File: config.mk
export PLATFORM = sky130hd
export DESIGN_NAME = gamepad_reader_flat
export DESIGN_NICKNAME = d
export VERILOG_FILES = /design/src/rtl/gamepad_reader_if.sv /design/src/rtl/gamepad_reader.sv /design/src/flat_wrapper.sv
export SDC_FILE = /design/constraint.sdc
export NUM_CORES = 1
export LEC_CHECK = 0
export ABC_AREA = 1
export CAP_MARGIN = 20
export CORE_MARGIN = 2
export CORE_UTILIZATION = 45
export DETAILED_ROUTE_END_ITERATION = 8
export GPL_TIMING_DRIVEN = 0
export HOLD_SLACK_MARGIN = 0.12
export PLACE_DENSITY = 0.72
export RECOVER_POWER = 50
export SLEW_MARGIN = 30
export SYNTH_ARGS = -nofsm -noshare
export SYNTH_HDL_FRONTEND = slang
export SYNTH_SLANG_ARGS = --single-unit
File: constraint.sdc
create_clock -name CLOCK_50 -period 1.6 [get_ports CLOCK_50]
set_input_delay 0.48 -clock CLOCK_50 [delete_from_list [all_inputs] [get_ports CLOCK_50]]
set_output_delay 0.48 -clock CLOCK_50 [all_outputs]
set_load 0.01 [all_outputs]
File: src/rtl/gamepad_reader_if.sv
// Pad-side and host-side signals of the gamepad reader, grouped for port use.
interface gamepad_reader_if;
  logic       start;
  logic       ser_data_in;
  logic       ser_latch;
  logic       ser_pulse;
  logic [7:0] buttons;
  logic       valid;
  logic       changed;
  logic       busy;

  // Reader side: drives the pad protocol and publishes the button byte
  modport master (
    input  start, ser_data_in,
    output ser_latch, ser_pulse, buttons, valid, changed, busy
  );

  // Environment side: requests polls, supplies pad DATA, consumes the byte
  modport slave (
    output start, ser_data_in,
    input  ser_latch, ser_pulse, buttons, valid, changed, busy
  );
endinterface

File: src/rtl/gamepad_reader.sv
// NES/Famiclone pad reader: generates LATCH/PULSE, shifts in DATA MSB-first and
// publishes an active-low button byte (A..Right = bit7..bit0).
// Optional GAMEPAD_DEBOUNCE_EN: publish only after two identical consecutive frames.
module gamepad_reader #(
  parameter int unsigned HALF_CYC = 300,
  parameter int unsigned POLL_CYC = 833333
) (
  input logic              CLOCK_50,
  input logic              reset_n,
  gamepad_reader_if.master pad
);

  localparam int unsigned PHASE_W = $clog2(2 * HALF_CYC);
  localparam int unsigned POLL_W  = $clog2(POLL_CYC);

  typedef enum logic [2:0] {
    IDLE, LATCH_HI, LATCH_LO, PULSE_HI, PULSE_LO, DONE
  } state_t;

  state_t             state;
  logic [PHASE_W-1:0] phase;
  logic [POLL_W-1:0]  poll;
  logic [2:0]         bit_cnt;
  logic [7:0]         shreg;
  logic [1:0]         sync;
`ifdef GAMEPAD_DEBOUNCE_EN
  logic [7:0]         cand;
`endif

  logic       last_half;
  logic       last_latch;
  logic       poll_due;
  logic [7:0] next_frame;

  assign last_half  = (phase == PHASE_W'(HALF_CYC - 1));
  assign last_latch = (phase == PHASE_W'(2 * HALF_CYC - 1));
  assign poll_due   = (poll == POLL_W'(POLL_CYC - 1));
  assign next_frame = {shreg[6:0], sync[1]};

  // Two-flop synchronizer for the asynchronous pad DATA line
  always_ff @(posedge CLOCK_50 or negedge reset_n) begin
    if (!reset_n) sync <= 2'b11;
    else          sync <= {sync[0], pad.ser_data_in};
  end

  // Protocol FSM with poll timer; all pad and host outputs registered
  always_ff @(posedge CLOCK_50 or negedge reset_n) begin
    if (!reset_n) begin
      state         <= IDLE;
      phase         <= '0;
      poll          <= '0;
      bit_cnt       <= '0;
      shreg         <= 8'hFF;
      pad.ser_latch <= 1'b0;
      pad.ser_pulse <= 1'b0;
      pad.buttons   <= 8'hFF;
      pad.valid     <= 1'b0;
      pad.changed   <= 1'b0;
      pad.busy      <= 1'b0;
`ifdef GAMEPAD_DEBOUNCE_EN
      cand          <= 8'hFF;
`endif
    end else begin
      pad.valid   <= 1'b0;
      pad.changed <= 1'b0;
      case (state)
        IDLE: begin
          if (pad.start || poll_due) begin
            poll          <= '0;
            phase         <= '0;
            state         <= LATCH_HI;
            pad.ser_latch <= 1'b1;
            pad.busy      <= 1'b1;
          end else begin
            poll <= poll + POLL_W'(1);
          end
        end
        LATCH_HI: begin
          if (last_latch) begin
            phase         <= '0;
            state         <= LATCH_LO;
            pad.ser_latch <= 1'b0;
          end else begin
            phase <= phase + PHASE_W'(1);
          end
        end
        LATCH_LO: begin
          if (last_half) begin
            shreg         <= next_frame;
            phase         <= '0;
            bit_cnt       <= 3'd1;
            state         <= PULSE_HI;
            pad.ser_pulse <= 1'b1;
          end else begin
            phase <= phase + PHASE_W'(1);
          end
        end
        PULSE_HI: begin
          if (last_half) begin
            phase         <= '0;
            state         <= PULSE_LO;
            pad.ser_pulse <= 1'b0;
          end else begin
            phase <= phase + PHASE_W'(1);
          end
        end
        PULSE_LO: begin
          if (last_half) begin
            shreg <= next_frame;
            phase <= '0;
            if (bit_cnt == 3'd7) begin
              // Publish on entry so buttons/valid/changed line up in DONE
              state <= DONE;
`ifdef GAMEPAD_DEBOUNCE_EN
              if (next_frame == cand) begin
                pad.buttons <= next_frame;
                pad.valid   <= 1'b1;
                pad.changed <= (next_frame != pad.buttons);
              end else begin
                cand <= next_frame;
              end
`else
              pad.buttons <= next_frame;
              pad.valid   <= 1'b1;
              pad.changed <= (next_frame != pad.buttons);
`endif
            end else begin
              bit_cnt       <= bit_cnt + 3'd1;
              state         <= PULSE_HI;
              pad.ser_pulse <= 1'b1;
            end
          end else begin
            phase <= phase + PHASE_W'(1);
          end
        end
        DONE: begin
          state    <= IDLE;
          pad.busy <= 1'b0;
        end
        default: begin
          state         <= IDLE;
          pad.ser_latch <= 1'b0;
          pad.ser_pulse <= 1'b0;
          pad.busy      <= 1'b0;
        end
      endcase
    end
  end

endmodule

File: src/flat_wrapper.sv
// flat-port wrapper written by rule: the top's interface ports become plain ports
module gamepad_reader_flat 
#(
  parameter int unsigned HALF_CYC = 300,
  parameter int unsigned POLL_CYC = 833333
)
  (CLOCK_50, reset_n, pad_start, pad_ser_data_in, pad_ser_latch, pad_ser_pulse, pad_buttons, pad_valid, pad_changed, pad_busy);
  gamepad_reader_if pad_i ();
  input logic CLOCK_50;
  input logic reset_n;
  input wire logic [$bits(pad_i.start)-1:0] pad_start;
  input wire logic [$bits(pad_i.ser_data_in)-1:0] pad_ser_data_in;
  output wire logic [$bits(pad_i.ser_latch)-1:0] pad_ser_latch;
  output wire logic [$bits(pad_i.ser_pulse)-1:0] pad_ser_pulse;
  output wire logic [$bits(pad_i.buttons)-1:0] pad_buttons;
  output wire logic [$bits(pad_i.valid)-1:0] pad_valid;
  output wire logic [$bits(pad_i.changed)-1:0] pad_changed;
  output wire logic [$bits(pad_i.busy)-1:0] pad_busy;
  assign pad_i.start = pad_start;
  assign pad_i.ser_data_in = pad_ser_data_in;
  assign pad_ser_latch = pad_i.ser_latch;
  assign pad_ser_pulse = pad_i.ser_pulse;
  assign pad_buttons = pad_i.buttons;
  assign pad_valid = pad_i.valid;
  assign pad_changed = pad_i.changed;
  assign pad_busy = pad_i.busy;
  gamepad_reader #(.HALF_CYC(HALF_CYC), .POLL_CYC(POLL_CYC)) u_core (.CLOCK_50(CLOCK_50), .reset_n(reset_n), .pad(pad_i));
endmodule
* After elaboration in Yosys (flattened, before gate mapping)
Cells that the tools add are included.
Word-level totals: flip-flop bits (word level) 58, bits of input ports 4, output and inout bits 13, logic and storage cells 82
Cells by class: $add $sub $neg 3, equal/unequal tests 16, multiplexer cells 31, bitwise operators 3, reductions and logical operators 17
Operator list (number):
- $mux W10 | 3
- $pmux W10 S3 | 1
- $mux W3 | 9
- $add A20 B1 Y20 const B | 1
- $eq A20 B20 Y1 const B | 1
- $mux W20 | 1
- $pmux W3 S5 | 1
- $mux W1 | 12
- $add A10 B1 Y10 const B | 1
- $eq A10 B10 Y1 const B | 1
- $eq A10 B9 Y1 const B | 1
- $ne A2 B1 Y1 const B | 5
- $reduce_and A5 Y1 | 2
- $eq A3 B3 Y1 const B | 3
- $ne A8 B8 Y1 | 1
- $reduce_or A4 Y1 | 2
- $eq A3 B2 Y1 const B | 2
- $pmux W3 S2 | 1
- $reduce_and A2 Y1 | 3
- $reduce_and A3 Y1 | 2
- $reduce_or A3 Y1 | 2
- $pmux W1 S4 | 1
- $reduce_and A4 Y1 | 1
- $add A3 B1 Y3 const B | 1
- 10 further kinds | 12

* Logic depth before layout (Yosys ltp)
Gate-level depths: netlist (run 1).
depth after elaboration 4, gate-level depth with buffers 10, depth with buffers taken out 10

* Worst setup path after synthesis (run 1)
OpenSTA, ideal clock, no wires.
kind register to register, from reg u_core.poll[0], to reg u_core.poll[14], library setup time 0.118 ns, arrival time 1.268 ns, required time 1.482 ns, path slack 0.213 ns, stages on the path, launching flop included 11, path buffers 1, period minus slack after synthesis 1.387 ns, cell sequence dfrtp_1 > inv_1 > ha_1 > nand3_1 > nor2_1 > nand3_1 > nand2_1 > nand2_2 > inv_2 > buf_6 > nor2_1
Between the ends: cells in the longest elaborated chain, start to end 3, elaborated cells between the ends (all ways) 4, those cells by class add/sub: 1; eq/ne: 1; mux: 1; reduce/logical: 1
RTL lines:
- start, declared | RTL line gamepad_reader.sv:22 | logic [POLL_W-1:0] poll;
- start signal, assigned | RTL line gamepad_reader.sv:75 | poll <= poll + POLL_W'(1);
- branches (longest 2 deep; another with $add A20 B1 Y20)
- $mux W20 * | RTL line gamepad_reader.sv:68 | if (pad.start || poll_due) begin
Mark *: on every way between the ends. A chain may end at the register's enable or synchronous reset.

* Worst setup path after layout (run 1)
from reg u_core.pad.buttons[7], to out pad_buttons[7]
RTL lines:
- start, declared | RTL line gamepad_reader_if.sv:15 | output ser_latch, ser_pulse, buttons, valid, changed, busy
- start signal, assigned | RTL line gamepad_reader.sv:123 | pad.buttons <= next_frame;
- end, declared | RTL line flat_wrapper.sv:15 | output wire logic [$bits(pad_i.buttons)-1:0] pad_buttons;
No word-level cell between the ends.

==> metrics.txt, run 1 <==
num rows 30; asr flop ratio synth 1.000; register area share after synthesis 0.4614; Worst EP arrival 1.07 ns; CTS Sinks 58; drt initial violations 179; Max clock buf depth 2; crit-path max FO 2; HPWL after DPL 4413 um; TritonCTS clock tree built; cell area after synthesis 0.003192 sq mm; fin cells 570; Skew-Pair Late Insertion Delay 0.35 ns; syn_nets 425; Slew Limit Fails 0; num ports 17; Initial Util 0.4672; nets 478; routed length per placed instance 11.71 um; CP top delay family flip-flops; first-pass GRT wire length 11030 um; layout cells sized above 1 0.2405; Hold Crit Depth 0; Commonest cells post-synth nand2_1 (127), nor2_1 (59), inv_1 (49); Core Footprint 0.006832 sq mm; Setup-failing EPs final 0; slowest CP cell dfstp_2; number of synthesized flops with an enable pin 0; Setup crit start kind register; H-Tree Depth 3; Horiz. Die Dim 88.22 um; Yosys top cell by area dfrtp_1; input/output buffers 16; Die ar. 0.007783 sq mm; WP data required 1.12 ns; post-synthesis cell type count 30; drt via density 4.839; ant diodes 0; Area Overhead vs Synth 24.62%; Sw Share 0.3418; Fmax 643.7 MHz; vias 2758; Total GRT Usage 0.1837; antenna-violating nets left 0; final instance area 0.003978 sq mm; Leakage 1.936 nW; Crit. End Element primary output; internal power 3.124 mW; largest net degree at the start of global routing 34; cts bufs inserted 9; PD cells 1193 mW/mm^2; clock slew at reported path FFs 0.07 ns; combinational power share 0.317; Die Y 88.22 um; outcome finished clean; initial antenna violation count 0; WP depth 1; max-cap violations 0; DRT Pass-1 Iters 5; Seq pwr share 0.359; CP Class reg2out; prevailing post-synth register cell dfrtp_1; post-synth top area share 0.3214; Final Util 0.5822; top cells by area, synth dfrtp_1 (32%), nand2_1 (15%), dfstp_2 (14%); total buffers and inverters traversed by the critical path 1; clock share of power 0.324; switching pwr 1.622 mW; gpl congestion 0.8953; cell depth of the worst flop-to-flop path 10; vias in the first global route 2517; Placement Cell Area 0.003490 sq mm; skew final 0.01119 ns; Tcrit/Tclk final 0.9710; Worst Tran Pin Value 0.6660 ns; post-layout minimum cycle time 1.554 ns; DRC Markers 0; worst IR drop on VDD 631.0 uV; setup TNS 0 ns; Max stage delay on crit path 0.53 ns; synthesized flop and latch total 58; Placed Cells 529; Hold Path Class reg2reg; Power Total 4.746 mW; crit-path cells clkdlybuf4s15_2; drt total wl 6675 um; max_slew headroom 0.5560; Final Hold Viols 0; Mapped Cells 416; yosys warns 0; total grt overflow 0; synthesized area per cell 7.673 sq um; CTS Root Cell clkbuf_8; count leader, synth nand2_1
area by class of cell:
class	count	area, sq um
fillers	632	2854
multi-input cells	299	1543
flip-flops and latches	58	1476
repair buffers	42	342.8
inverters	53	203.9
clock buffers	9	123.9
well taps	96	120.1
clock inverters	7	101.3
plain buffers	6	66.31
kinds of logic (layout without fill, tap and decap cells):
family,count (synthesis),in the layout,synth area share
buf+inv,59,117,0.08193
simple gates,251,251,0.3446
flops,58,58,0.4614
xor+xnor,19,19,0.05214
compound gates,24,24,0.04038
fa+ha+maj,5,5,0.01960
path summary, 6_finish.rpt:
path | from | end | slack, ns
setup / recovery | u_core.pad.buttons[7] | pad_buttons[7] | 0.05
hold / removal | u_core.sync[0] | u_core.sync[1] | 0.36
setup reg to reg | u_core.poll[1] | u_core.poll[4] | 0.08
hold reg to reg | u_core.sync[0] | u_core.sync[1] | 0.36
max in group asynchronous | reset_n | u_core.pad.buttons[7] | 0.22
min in group asynchronous | reset_n | u_core.phase[0] | 0.70
metal layers:
layer | wire, um | vias to the layer above | GRT usage
li1 | - | 1403 | -
met1 | 3136 | 1291 | 0.2385
met2 | 3141 | 54 | 0.2878
met3 | 303 | 10 | 0.06063
met4 | 93 | 0 | 0.06887
met5 | 0 | - | 0
placed cells by master (no fill, tap or decap), drive strengths merged, types with 9 or more instances in the layout:
master | netlist | layout
nor2 | 64 | 64
nand2 | 133 | 133
nand3 | 33 | 33
dfstp | 17 | 17
xor2 | 16 | 16
o21ai | 19 | 19
nor3 | 9 | 9
dfrtp | 41 | 41
inv | 53 | 55
clkbuf | 1 | 12
buf | 5 | 36
timing repair:
item,4_1_cts,5_1_grt
endpoints found under the hold margin,11,0
pin swaps,0,9
endpoints found under the setup margin,33,46
buffers inserted,9,14
hold buffers,1,0
resized for setup,34,31
gates cloned,0,1
registers in the layout, indices dropped and copies added (netlist names), 2 cells and up:
name                cells
u_core.bit_cnt          3
u_core.pad.buttons      8
u_core.phase           10
u_core.poll            20
u_core.shreg            7
u_core.state            3
u_core.sync             2
power by group through the flow:
stage	Combinational (mW)	Clock [mW]	Sequential [mW]
detailed placement	1.13	0	1.73
CTS	1.18	1.58	1.69
global route	1.66	1.65	1.72
finish	1.51	1.54	1.70
floorplan	0.838	0	1.72
global placement	1.11	0	1.72
stage by stage:
stage                     setup slack (ns)  hold slack (ns)
after floorplan                     0.2133           0.1844
after global placement              -1.796           0.3459
after detailed placement           -0.1101           0.3472
after CTS                         0.001074           0.3600
after global routing              -0.01929           0.3651
final                              0.04645           0.3580
(Power assumes the default switching activity.)
==> inputs of run 2 (changes only) <==
--- a/config.mk
+++ b/config.mk
@@ -14,7 +14,7 @@
 export HOLD_SLACK_MARGIN = 0.12
 export PLACE_DENSITY = 0.72
 export RECOVER_POWER = 50
-export SLEW_MARGIN = 30
+export SLEW_MARGIN = 5
 export SYNTH_ARGS = -nofsm -noshare
 export SYNTH_HDL_FRONTEND = slang
 export SYNTH_SLANG_ARGS = --single-unit
==> metrics.txt, run 2 (synthesized netlist as in run 1, its figures left out) <==
Leakage 1.925 nW (was 1.936 nW); clock slew at reported path FFs 0.07 ns (about the same); most frequent cells in the layout nand2_1 (124), nor2_1 (54), inv_1 (46) (was nand2_1 (123), nor2_1 (54), inv_1 (46)); RR Endpoint u_core.poll[6] (was u_core.poll[4]); Initial Util 0.4672 (unchanged); largest net degree at the start of global routing 34 (unchanged); setup TNS 0 ns (unchanged); Top Registers u_core.poll (20), u_core.phase (10), u_core.pad.buttons (8) (unchanged); Horiz. Die Dim 88.22 um (unchanged); vias 2778 (was 2758); R2R Path Start u_core.poll[1] (unchanged); routed length per placed instance 11.86 um (was 11.71 um); Die Y 88.22 um (unchanged); Area Overhead vs Synth 24.15% (was 24.62%); HPWL after DPL 4388 um (was 4413 um); num ports 17 (unchanged); antenna-violating nets left 0 (unchanged); Final Util 0.5800 (was 0.5822); layout cells sized above 1 0.2373 (was 0.2405); drt total wl 6734 um (was 6675 um); cell depth of the worst flop-to-flop path 7 (was 10); Max clock buf depth 2 (unchanged); DRT Pass-1 Iters 4 (was 5); slowest CP cell dfstp_2 (unchanged); CP Class reg2out (unchanged); num rows 30 (unchanged); Hold Path Class in2async (was reg2reg); TritonCTS clock tree built (unchanged); drt via density 4.891 (was 4.839); Skew-Pair Late Insertion Delay 0.35 ns (about the same); input/output buffers 16 (unchanged); CTS Sinks 58 (unchanged); commonest non-fill, non-tap cell in the layout nand2_1 (unchanged); worst hold margin 0.1595 ns (was 0.3580 ns); post-layout minimum cycle time 1.564 ns (was 1.554 ns); Setup crit start kind register (unchanged); Setup-failing EPs final 0 (unchanged); Total GRT Usage 0.1802 (was 0.1837); WP data required 1.12 ns (about the same); initial antenna violation count 0 (unchanged); final instance area 0.003963 sq mm (was 0.003978 sq mm); worst reg-to-reg setup slack 0.07 ns (was 0.08 ns); Die ar. 0.007783 sq mm (unchanged); CP top delay family flip-flops (unchanged); Placement Cell Area 0.003487 sq mm (was 0.003490 sq mm); worst IR drop on VDD 624.9 uV (was 631.0 uV); max_slew headroom 0.5499 (was 0.5560); first-pass GRT wire length 10810 um (was 11030 um); Worst Tran Pin Value 0.6752 ns (was 0.6660 ns); total buffers and inverters traversed by the critical path 1 (unchanged); Core Footprint 0.006832 sq mm (unchanged); total grt overflow 0 (unchanged); nets 476 (was 478); Worst EP arrival 1.08 ns (was 1.07 ns); CTS Root Cell clkbuf_8 (unchanged); Tcrit/Tclk final 0.9776 (was 0.9710); drt initial violations 201 (was 179); crit-path cells clkdlybuf4s15_2 (unchanged); Fmax 639.3 MHz (was 643.7 MHz); DRC Markers 0 (unchanged); cts bufs inserted 9 (unchanged); PD cells 1201 mW/mm^2 (was 1193 mW/mm^2); Final Hold Viols 0 (unchanged); ant diodes 0 (unchanged); Crit. End Element primary output (unchanged); gpl congestion 0.8953 (unchanged); vias in the first global route 2460 (was 2517); max FFs per register 20 (unchanged); Top reg by flops u_core.poll (unchanged); Slew Limit Fails 0 (unchanged); skew final 0.01224 ns (was 0.01119 ns); crit-path max FO 2 (unchanged); max-cap violations 0 (unchanged); Power Total 4.758 mW (was 4.746 mW); outcome finished clean (unchanged); Max stage delay on crit path 0.53 ns (about the same); H-Tree Depth 3 (unchanged)
run 2: worst max path at each step:
| stage | slack [ns] | cells past startpoint | to | startpoint |
|---|---|---|---|---|
| finish | 0.04 | 1 | pad_buttons[6] | u_core.pad.buttons[6] |
| global route | -0.03 | 7 | u_core.poll[12] | u_core.poll[1] |
| CTS | 0.001 | 1 | pad_buttons[0] | u_core.pad.buttons[0] |
| detailed placement | -0.11 | 6 | u_core.phase[7] | pad_start |
| global placement | -1.80 | 1 | u_core.pad.ser_pulse | reset_n |
| floorplan | 0.21 | 10 | u_core.poll[14] | u_core.poll[0] |
run 2: power by group:
part,switching (mW),internal [mW]
sequential,0.113,1.59
combinational,0.872,0.644
clock,0.651,0.890
run 2: through the flow:
step,instances,worst slack [ns]
6_report,568,0.03586
5_1_grt,568,-0.03461
4_1_cts,554,0.001170
3_5_place_dp,529,-0.1076
3_3_place_gp,528,-1.796
2_1_floorplan,416,0.2133
run 2: cell type report:
| type | instances | area [sq um] |
|---|---|---|
| fillers | 611 | 2869 |
| well taps | 96 | 120.1 |
| repair buffers | 40 | 331.6 |
| multi-input cells | 299 | 1540 |
| flip-flops and latches | 58 | 1475 |
| clock buffers | 9 | 123.9 |
| inverters | 53 | 203.9 |
| plain buffers | 6 | 66.31 |
| clock inverters | 7 | 101.3 |
run 2: routing by layer:
metal | wire length [um] | global-route usage | vias to the layer above | part of all wire
met2 | 3170 | 0.2768 | 70 | 0.47
li1 | - | - | 1394 | -
met4 | 157 | 0.1019 | 0 | 0.023
met5 | 0 | 0 | - | 0
met3 | 344 | 0.04384 | 14 | 0.051
met1 | 3062 | 0.2337 | 1300 | 0.45
run 2: timing repair:
action / 4_1_cts / 5_1_grt
resized for setup: 34 / 30
endpoints found under the setup margin: 33 / 46
buffers inserted: 9 / 13
cloned: 0 / 1
hold buffers: 0 / 0
pin swaps: 0 / 11
